==> src/rtl/cp_remove_pkg.sv <==
// Shared OFDM constants, state encoding and sample helpers for the
// cyclic-prefix remover.
package cp_remove_pkg;

    localparam int N_FFT_P  = 64;
    localparam int CP_LEN_P = 16;
    localparam int CP_TOL_P = 4;
    localparam int SW       = 16;

    typedef enum logic [1:0] {
        IDLE = 2'd0,
        SKIP = 2'd1,
        PASS = 2'd2
    } state_e;

    // |a - b| in SW+1 bits; the widened difference never overflows.
    function automatic logic [SW:0] abs_diff(
        input logic [SW-1:0] a,
        input logic [SW-1:0] b
    );
        logic signed [SW:0] d;
        logic [SW:0]        r;
        d = $signed({a[SW-1], a}) - $signed({b[SW-1], b});
        r = d[SW] ? -d : d;
        return r;
    endfunction

endpackage

==> src/rtl/cp_remove_if.sv <==
// Sample-stream bundle between the CP remover and its neighbours.
interface cp_remove_if;
    import cp_remove_pkg::*;

    logic                 di_en;
    logic                 di_sof;
    logic signed [SW-1:0] di_re;
    logic signed [SW-1:0] di_im;

    logic                 do_en;
    logic                 do_sos;
    logic                 do_eos;
    logic signed [SW-1:0] do_re;
    logic signed [SW-1:0] do_im;
    logic                 cp_ok;
    logic                 sync_err;

    modport master (
        output di_en, di_sof, di_re, di_im,
        input  do_en, do_sos, do_eos, do_re, do_im, cp_ok, sync_err
    );

    modport slave (
        input  di_en, di_sof, di_re, di_im,
        output do_en, do_sos, do_eos, do_re, do_im, cp_ok, sync_err
    );

endinterface

==> src/rtl/cp_buffer.sv <==
// Prefix store: one write port, one combinational read port.
// Contents are not reset; every slot is rewritten before it is read.
module cp_buffer #(
    parameter int DEPTH = 16,
    parameter int W     = 32,
    parameter int AW    = (DEPTH > 1) ? $clog2(DEPTH) : 1
) (
    input  logic          clk,
    input  logic          we_i,
    input  logic [AW-1:0] waddr_i,
    input  logic [W-1:0]  wdata_i,
    input  logic [AW-1:0] raddr_i,
    output logic [W-1:0]  rdata_o
);

    logic [W-1:0] mem_q [DEPTH];

    always_ff @(posedge clk) begin
        if (we_i) begin
            mem_q[waddr_i] <= wdata_i;
        end
    end

    assign rdata_o = mem_q[raddr_i];

endmodule

==> src/rtl/cp_remove.sv <==
// Strips the cyclic prefix from each OFDM symbol, forwards the body
// and reports whether the prefix matched the body tail.
module cp_remove
    import cp_remove_pkg::*;
#(
    parameter int N_FFT  = N_FFT_P,
    parameter int CP_LEN = CP_LEN_P,
    parameter int CP_TOL = CP_TOL_P
) (
    input  logic     clk,
    input  logic     reset,
    cp_remove_if.slave bus
);

    localparam int CW = $clog2(N_FFT + CP_LEN);
    localparam int AW = (CP_LEN > 1) ? $clog2(CP_LEN) : 1;
    localparam logic [SW:0] TOL = (SW+1)'(CP_TOL);

    state_e               state_q;
    logic [CW-1:0]        cnt_q;
    logic [CW-1:0]        cnt_d;
    logic                 flag_q;
    logic                 do_en_q;
    logic                 do_sos_q;
    logic                 do_eos_q;
    logic                 cp_ok_q;
    logic                 sync_err_q;
    logic signed [SW-1:0] do_re_q;
    logic signed [SW-1:0] do_im_q;

    logic                 sof_err;
    logic                 start;
    logic                 buf_we;
    logic [AW-1:0]        buf_waddr;
    logic [AW-1:0]        buf_raddr;
    logic [2*SW-1:0]      buf_rdata;
    logic                 tail;
    logic                 match;

    // A di_sof is only legal as the first sample of a prefix.
    assign sof_err = bus.di_en && bus.di_sof &&
                     ((state_q == PASS) ||
                      (state_q == SKIP && cnt_q != '0));

    assign start = bus.di_en &&
                   ((state_q == IDLE && bus.di_sof) || sof_err ||
                    (state_q == SKIP && cnt_q == '0));

    assign buf_we    = start || (bus.di_en && state_q == SKIP);
    assign buf_waddr = start ? '0 : cnt_q[AW-1:0];
    assign buf_raddr = AW'(cnt_q - CW'(N_FFT - CP_LEN));
    assign cnt_d     = cnt_q + CW'(1);

    assign tail  = (cnt_q >= CW'(N_FFT - CP_LEN));
    assign match = !tail ||
                   ((abs_diff(bus.di_re, buf_rdata[2*SW-1:SW]) <= TOL) &&
                    (abs_diff(bus.di_im, buf_rdata[SW-1:0]) <= TOL));

    cp_buffer #(
        .DEPTH (CP_LEN),
        .W     (2 * SW),
        .AW    (AW)
    ) u_cp_buffer (
        .clk     (clk),
        .we_i    (buf_we),
        .waddr_i (buf_waddr),
        .wdata_i ({bus.di_re, bus.di_im}),
        .raddr_i (buf_raddr),
        .rdata_o (buf_rdata)
    );

    always_ff @(posedge clk or posedge reset) begin
        if (reset) begin
            state_q    <= IDLE;
            cnt_q      <= '0;
            flag_q     <= 1'b1;
            do_en_q    <= 1'b0;
            do_sos_q   <= 1'b0;
            do_eos_q   <= 1'b0;
            cp_ok_q    <= 1'b0;
            sync_err_q <= 1'b0;
            do_re_q    <= '0;
            do_im_q    <= '0;
        end else begin
            do_en_q    <= 1'b0;
            do_sos_q   <= 1'b0;
            do_eos_q   <= 1'b0;
            cp_ok_q    <= 1'b0;
            sync_err_q <= 1'b0;
            if (start) begin
                sync_err_q <= sof_err;
                flag_q     <= 1'b1;
                if (CP_LEN == 1) begin
                    state_q <= PASS;
                    cnt_q   <= '0;
                end else begin
                    state_q <= SKIP;
                    cnt_q   <= CW'(1);
                end
            end else if (bus.di_en) begin
                unique case (state_q)
                    SKIP: begin
                        if (cnt_q == CW'(CP_LEN - 1)) begin
                            state_q <= PASS;
                            cnt_q   <= '0;
                            flag_q  <= 1'b1;
                        end else begin
                            cnt_q <= cnt_d;
                        end
                    end
                    PASS: begin
                        do_en_q  <= 1'b1;
                        do_re_q  <= bus.di_re;
                        do_im_q  <= bus.di_im;
                        do_sos_q <= (cnt_q == '0);
                        flag_q   <= flag_q && match;
                        if (cnt_q == CW'(N_FFT - 1)) begin
                            do_eos_q <= 1'b1;
                            cp_ok_q  <= flag_q && match;
                            state_q  <= SKIP;
                            cnt_q    <= '0;
                        end else begin
                            cnt_q <= cnt_d;
                        end
                    end
                    default: ;
                endcase
            end
        end
    end

    assign bus.do_en    = do_en_q;
    assign bus.do_sos   = do_sos_q;
    assign bus.do_eos   = do_eos_q;
    assign bus.cp_ok    = cp_ok_q;
    assign bus.sync_err = sync_err_q;
    assign bus.do_re    = do_re_q;
    assign bus.do_im    = do_im_q;

endmodule

==> src/flat_wrapper.sv <==
// flat-port wrapper written by rule: the top's interface ports become plain ports
module cp_remove_flat import cp_remove_pkg::*;
#(
    parameter int N_FFT  = N_FFT_P,
    parameter int CP_LEN = CP_LEN_P,
    parameter int CP_TOL = CP_TOL_P
)
  (clk, reset, bus_di_en, bus_di_sof, bus_di_re, bus_di_im, bus_do_en, bus_do_sos, bus_do_eos, bus_do_re, bus_do_im, bus_cp_ok, bus_sync_err);
  cp_remove_if bus_i ();
  input  logic clk;
  input  logic reset;
  input wire logic [$bits(bus_i.di_en)-1:0] bus_di_en;
  input wire logic [$bits(bus_i.di_sof)-1:0] bus_di_sof;
  input wire logic [$bits(bus_i.di_re)-1:0] bus_di_re;
  input wire logic [$bits(bus_i.di_im)-1:0] bus_di_im;
  output wire logic [$bits(bus_i.do_en)-1:0] bus_do_en;
  output wire logic [$bits(bus_i.do_sos)-1:0] bus_do_sos;
  output wire logic [$bits(bus_i.do_eos)-1:0] bus_do_eos;
  output wire logic [$bits(bus_i.do_re)-1:0] bus_do_re;
  output wire logic [$bits(bus_i.do_im)-1:0] bus_do_im;
  output wire logic [$bits(bus_i.cp_ok)-1:0] bus_cp_ok;
  output wire logic [$bits(bus_i.sync_err)-1:0] bus_sync_err;
  assign bus_i.di_en = bus_di_en;
  assign bus_i.di_sof = bus_di_sof;
  assign bus_i.di_re = bus_di_re;
  assign bus_i.di_im = bus_di_im;
  assign bus_do_en = bus_i.do_en;
  assign bus_do_sos = bus_i.do_sos;
  assign bus_do_eos = bus_i.do_eos;
  assign bus_do_re = bus_i.do_re;
  assign bus_do_im = bus_i.do_im;
  assign bus_cp_ok = bus_i.cp_ok;
  assign bus_sync_err = bus_i.sync_err;
  cp_remove #(.N_FFT(N_FFT), .CP_LEN(CP_LEN), .CP_TOL(CP_TOL)) u_core (.clk(clk), .reset(reset), .bus(bus_i));
endmodule
==> config.mk <==
export PLATFORM = sky130hd
export DESIGN_NAME = cp_remove_flat
export DESIGN_NICKNAME = d
export VERILOG_FILES = /design/src/rtl/cp_remove_pkg.sv /design/src/rtl/cp_remove_if.sv /design/src/rtl/cp_buffer.sv /design/src/rtl/cp_remove.sv /design/src/flat_wrapper.sv
export SDC_FILE = /design/constraint.sdc
export NUM_CORES = 1
export LEC_CHECK = 0
export BUFFER_PORTS_ARGS = -buffer_cell sky130_fd_sc_hd__buf_2
export CAP_MARGIN = 40
export CORE_MARGIN = 4
export CORE_UTILIZATION = 67
export DETAILED_ROUTE_END_ITERATION = 16
export HOLD_SLACK_MARGIN = 0.12
export PLACE_DENSITY = 0.95
export RECOVER_POWER = 100
export SYNTH_ARGS = -nofsm -noshare
export SYNTH_HDL_FRONTEND = slang
export SYNTH_SLANG_ARGS = --single-unit
==> constraint.sdc <==
create_clock -name clk -period 14.4 [get_ports clk]
set_input_delay 0.72 -clock clk [delete_from_list [all_inputs] [get_ports clk]]
set_output_delay 0.72 -clock clk [all_outputs]
set_load 0.01 [all_outputs]
### Word-level counts from Yosys, hierarchy flattened

Memory sizes are Yosys's and may differ from the RTL's.
Index checks and enable logic that the tools add are counted.

* add/sub/neg operators: 6
* $lt $le $gt $ge: 3
* equality and inequality tests: 6
* mux-type cells: 34
* bitwise operators: 1
* reduce and logical (&&, ||, !) cells: 24

Operators by type and width (number)
* $le 17x3->1 const B: 2
* $mux 17: 2
* $neg 17->17: 2
* $sub 16x16->17: 2
* $mux 7: 4
* $mux 1: 20
* $pmux 7 s2: 1
* $logic_and 1x1->1: 9
* $mux 2: 4
* $add 7x1->7 const B: 1
* $eq 7x4->1 const B: 1
* $eq 7x6->1 const B: 1
* $ge 7x6->1 const B: 1
* $logic_not 7->1: 1
* $reduce_bool 7->1: 1
* $ne 3x2->1 const B: 2
* $reduce_and 3->1: 2
* $logic_or 1x1->1: 5
* $mux 4: 1
* $pmux 2 s2: 1
* $reduce_and 4->1: 1
* $sub 4x1->4 const B: 1
* $reduce_bool 3->1: 1
* $eq 2x1->1 const B: 1
* 7 further kinds: 7

* register bits: 47
* memory bits (writable): 512
* input bits: 36
* memories kept: 1

Memory list
* u_core.u_cp_buffer.mem_q: depth 16, bits a word 32, rd ports 1, clocked after Yosys merged registers in 0, write ports 1, RTL line cp_buffer.sv:16 `logic [W-1:0] mem_q [DEPTH];`

### Longest topological paths before layout

An unclocked memory read counts as a cell.

* word-level depth: 13
* gate-level depth with buffers: 19
* depth with buffers taken out: 15

### By module

Synthesis repeated with hierarchy kept, for this count alone.

* cells, all modules: 1379
* area total of the unflattened synthesis: 23980.5 um^2

By module, submodules not included
* cp_buffer: times used 1, cells an instance 806, area each 19194.7 um^2
* cp_remove: times used 1, cells an instance 573, area each 4785.8 um^2

### Worst setup path after synthesis

OpenSTA, ideal clock, no wires.

* path kind: reg2reg
* start point: register u_core.cnt_q[0]
* end point: register u_core.cp_ok_q (netlist: u_core.bus.cp_ok)
* setup time: 125 ps
* arrival: 5492 ps
* data required time: 14275 ps
* slack: 8784 ps
* stages on the path, launching flop included: 18
* buffers on the path: 4
* clock period less this slack: 5616 ps
* cell sequence: dfrtp_1 > clkbuf_1 > buf_1 > buf_1 > mux4_2 > mux4_2 > inv_1 > ha_1 > buf_6 > or4b_1 > or4_4 > a2111oi_4 > nand3_2 > or4_1 > and2_1 > and4_1 > nand4_1 > nor4b_2

* longest elaborated chain between the ends: 13
* elaborated cells between the ends (all ways): 29
* classes of those cells: add/sub: 5; order compare: 3; eq/ne: 1; mux: 6; reduce/logical: 13; memory: 1

RTL lines
* from (decl): RTL line cp_remove.sv:20 `logic [CW-1:0] cnt_q;`
* from (signal assigned): RTL line cp_remove.sv:108 `cnt_q <= cnt_d;`
* from (signal assigned): RTL line cp_remove.sv:123 `cnt_q <= cnt_d;`
* $sub 4x1->4: RTL line cp_remove.sv:51 `assign buf_raddr = AW'(cnt_q - CW'(N_FFT - CP_LEN));`
* $mem_v2 16x32
* $sub 16x16->17: RTL line cp_remove_pkg.sv:23 `d = $signed({a[SW-1], a}) - $signed({b[SW-1], b});`
* $neg 17->17: RTL line cp_remove_pkg.sv:24 `r = d[SW] ? -d : d;`
* $mux 17: RTL line cp_remove_pkg.sv:24
* $le 17x3->1 (on tied branches): RTL line cp_remove.sv:56, cp_remove.sv:57
* $logic_and 1x1->1: RTL line cp_remove.sv:56 `((abs_diff(bus.di_re, buf_rdata[2*SW-1:SW]) <= TOL) &&`
* $logic_or 1x1->1: RTL line cp_remove.sv:55 `assign match = !tail ||`
* $logic_and 1x1->1: RTL line cp_remove.sv:119 `cp_ok_q <= flag_q && match;`
* $mux 1: RTL line cp_remove.sv:117 `if (cnt_q == CW'(N_FFT - 1)) begin`
* $mux 1: RTL line cp_remove.sv:101 `unique case (state_q)`
* $mux 1: RTL line cp_remove.sv:100 `end else if (bus.di_en) begin`
* $mux 1 (*): RTL line cp_remove.sv:90 `if (start) begin`
* to (signal assigned): RTL line cp_remove.sv:119
* to (decl): RTL line cp_remove.sv:26 `logic cp_ok_q;`

Mark *: on every way between the ends. The rest lies on a longest branch, timed or not.
A chain may end at the register's enable or synchronous reset.

### Worst setup path in the final report

* start point: register u_core.cnt_q[0]
* end point: register u_core.flag_q

* longest elaborated chain between the ends: 12
* elaborated cells between the ends (all ways): 32
* classes of those cells: add/sub: 5; order compare: 3; eq/ne: 2; mux: 5; reduce/logical: 16; memory: 1

RTL lines
* $sub 4x1->4: RTL line cp_remove.sv:51
* $mem_v2 16x32
* $sub 16x16->17: RTL line cp_remove_pkg.sv:23
* $neg 17->17: RTL line cp_remove_pkg.sv:24
* $mux 17: RTL line cp_remove_pkg.sv:24
* $le 17x3->1 (on tied branches): RTL line cp_remove.sv:56, cp_remove.sv:57
* $logic_and 1x1->1: RTL line cp_remove.sv:56
* $logic_or 1x1->1: RTL line cp_remove.sv:55
* $logic_and 1x1->1: RTL line cp_remove.sv:116 `flag_q <= flag_q && match;`
* $pmux 1 s2: RTL line cp_remove.sv:101
* $mux 1: RTL line cp_remove.sv:100
* $mux 1: RTL line cp_remove.sv:90
* to (signal assigned): RTL line cp_remove.sv:116
* to (decl): RTL line cp_remove.sv:22 `logic flag_q;`

Several ways; a longest one is shown, not always the timed one. The select of a mux whose other input is x is not followed.

==> flow_summary.json <==
{
  "status": "complete, but fails checks",
  "violations": "max-capacitance violations, max-slew violations",
  "cts_setup_buffers": 0,
  "stdcell_area_mm2": 0.0270,
  "grt_max_degree": 57,
  "cts_sinks": 559,
  "post_dp_cell_area_mm2": 0.0255,
  "min_from": "bus_di_sof",
  "initial_utilization_pct": 68.3,
  "worstPathRequired_ns": 14.95,
  "portBuffers": 72,
  "worst_slew_margin_rel_pct": -138,
  "synth_top_area_share_pct": 63.0,
  "row_count": 69,
  "p_per_area_mw_per_mm2": 234,
  "reg2reg_from": "u_core.cnt_q[0]$_DFFE_PP0P_",
  "synth_common_cells": "edfxtp_1 (512), mux4_2 (160), nand2_1 (131)",
  "setup_violations": 0,
  "finalCritPeriodShare_pct": 64.3,
  "via_count": 15200,
  "drv_cap": 33,
  "hold_depth": 2,
  "syn_to_final_growth_pct": 10.6,
  "core_mm2": 0.0357,
  "tritoncts": "yes",
  "cts_max_level": 2,
  "place_congestion": 0.949,
  "holdCritPathClass": "in -> reg",
  "drt_pass1_iterations": 8,
  "ys_warn_count": 0,
  "hold_viol_final": 0,
  "crit_type": "reg -> reg",
  "end_kind": "flop",
  "wire_per_inst_um": 32.3,
  "die-area_mm2": 0.0396,
  "via_per_inst": 7.44,
  "synth-edff-count": 512,
  "worstPathArrival_ns": 9.81,
  "dp_hpwl_um": 37000,
  "drt_wl_total_um": 65700,
  "post_cts_resized": 0,
  "synth_area_per_cell_um2": 17.1,
  "grt_pass1_wl_um": 98600,
  "startpoint": "u_core.cnt_q[0]$_DFFE_PP0P_",
  "cpMostUsedCell": "mux4_2",
  "drtIter0Drc": 2417,
  "numCtsBuffers": 54,
  "antennaDiodeCount": 0,
  "yosysTopAreaCell": "edfxtp_1",
  "synth_fp_nets": 1507,
  "synth-seq-area-share_pct": 67.8,
  "grt_usage_pct": 34.1,
  "tns_ns": 0,
  "ys_types": 85,
  "cts_root_buf": "clkbuf_16",
  "synth-main-ff-cell": "edfxtp_1",
  "hold_end": "u_core.bus.sync_err$_DFF_PP0_",
  "drive_above_1_share_pct": 18.1,
  "hold_buffers": 0,
  "grt-ovfl-total": 0,
  "cp_max_fo": 43,
  "ys_ff_latch": 559,
  "synth.most_common_cell": "edfxtp_1",
  "slew_viol_final": 656,
  "final_nets": 1605,
  "fin_hold_ws_ns": 0.391,
  "ios": 73,
  "remaining_drc_errors": 0,
  "crit_slowest_cell": "clkbuf_1",
  "period_needed_ns": 9.26,
  "peakVddDrop_mv": 0.174,
  "r2r_slack_ns": 5.14,
  "crit_chain": "clkbuf_1, buf_4, mux4_2, mux4_2, ha_1, inv_1, fa_1, a211oi_1, o21ai_0, a21oi_1, o22ai_1, a221oi_1, o21bai_1, or4b_1, nor4_1, nand4_1, nand2_1",
  "start_kind": "flop",
  "clkLatencyLatePin_ns": 0.62,
  "die_width_um": 199,
  "clk_pin_slew_ns": 0.06,
  "slowest_delay_ns": 2.36,
  "clock_skew_ns": 0.0229,
  "r2r_end": "u_core.flag_q$_DFFE_PP1P_",
  "synthesis.area_mm2": 0.0244,
  "syn-instance-count": 1432,
  "synth.area.top_cells": "edfxtp_1 (63%), mux4_2 (15%), dfrtp_1 (4.7%)",
  "die_h_um": 199,
  "cts_buffer_depth": 3,
  "grt_pass1_vias": 15400,
  "antenna_found_initial": 0,
  "power.leakage_nw": 9.02,
  "fmax_mhz": 108,
  "r2r_cells": 17,
  "worstMarginPinSlew_ns": 3.54,
  "ant_nets": 0,
  "synth-async-reset-ratio_pct": 8.41,
  "rsz0062_at_grt": "false"
}
==> critical path: cells and delay by family, from the launching register on <==
kind                     cells  cell delay, ns
buffers and inverters        3            3.45
AO/OA/AOI/OAI                6            2.17
multiplexers                 2            1.08
AND/OR/NAND/NOR              4            1.00
flip-flops                   1            0.84
adder cells (fa/ha/maj)      2            0.57
==> per-stage QoR <==
stage | instances | total power [mW] | setup WS [ns] | utilization, %
after floorplan | 1432 | 4.02 | 8.78 | -
after global placement | 1931 | 4.62 | 7.89 | 71.2
after global routing | 2037 | 6.58 | 4.29 | 75.6
after detailed placement | 1935 | 4.77 | 8.00 | 71.4
final | 2037 | 6.33 | 5.14 | 75.6
after CTS | 2037 | 6.26 | 7.83 | 76.5
==> sequential cells by signal, summed over array words and instances (netlist names) <==
register	cells
u_core.u_cp_buffer.mem_q	512
u_core.bus.do_im	16
u_core.bus.do_re	16
u_core.cnt_q	7
u_core.state_q	2
u_core.bus.cp_ok	1
u_core.bus.do_en	1
u_core.bus.do_eos	1
u_core.bus.do_sos	1
u_core.bus.sync_err	1
u_core.flag_q	1
==> routing by layer <==
metal	up-vias	wire length, um	GRT usage (%)	share of wire, %
li1	5990	-	-	-
met1	7543	22800	47.5	35
met2	1337	31800	53.3	48
met3	295	7780	8.40	12
met4	0	3330	13.4	5.1
met5	-	0	0	0
==> how the worst max path moves through the flow <==
stage                                             to  slack [ns]  depth (start not counted)
after floorplan           u_core.bus.cp_ok$_DFF_PP0_        8.78                         17
after global placement    u_core.bus.cp_ok$_DFF_PP0_        7.89                         15
after detailed placement   u_core.flag_q$_DFFE_PP1P_        8.00                         17
after CTS                  u_core.flag_q$_DFFE_PP1P_        7.83                         17
after global routing       u_core.flag_q$_DFFE_PP1P_        4.29                         17
final                      u_core.flag_q$_DFFE_PP1P_        5.14                         17
==> layout make-up <==
type	count	area [um^2]
clock inverter	40	402
fill	1965	8730
clock buffer	62	1410
sequential	559	16600
inverter	55	206
multi-input combinational	756	7420
timing repair buffer	104	439
tap	461	577
==> cells in the final DEF, fill, tap and decap left out, drive strengths merged, types with 6 or more instances in the layout <==
cell,Yosys,layout
ha,37,37
and2,9,9
xor2,11,11
a2111oi,9,9
nor3,21,21
a21oi,39,39
o22ai,6,6
bufinv,0,6
nand4,14,14
nand3,24,24
mux4,160,160
nand2,132,132
a211oi,14,14
inv,55,59
o21ai,42,42
mux2i,8,8
clkbuf,53,153
o211ai,9,9
and3,8,8
xnor2,13,13
clkinv,0,25
buf,9,13
nor4,10,10
edfxtp,512,512
a21o,18,18
or3,8,8
nor2,53,53
nand2b,12,12
or4,7,7
dfrtp,46,46
o21a,7,7
==> where the power goes <==
part	internal [mW]	switching, mW	leakage, nW
clock network	0.819	0.621	0.882
registers	1.89	0.0792	5.20
logic	1.12	1.79	2.94
==> cell families after synthesis <==
| kind of cell | after synthesis | share of synthesized area, % |
|---|---|---|
| AO/OA/AOI/OAI | 202 | 5.94 |
| AND/OR/NAND/NOR | 322 | 6.40 |
| buffers and inverters | 117 | 1.83 |
| multiplexers | 169 | 15.1 |
| adder cells (fa/ha/maj) | 39 | 2.06 |
| XOR/XNOR | 24 | 0.861 |
| flip-flops | 559 | 67.8 |
No activity file was read; power rests on OpenSTA's default activity.
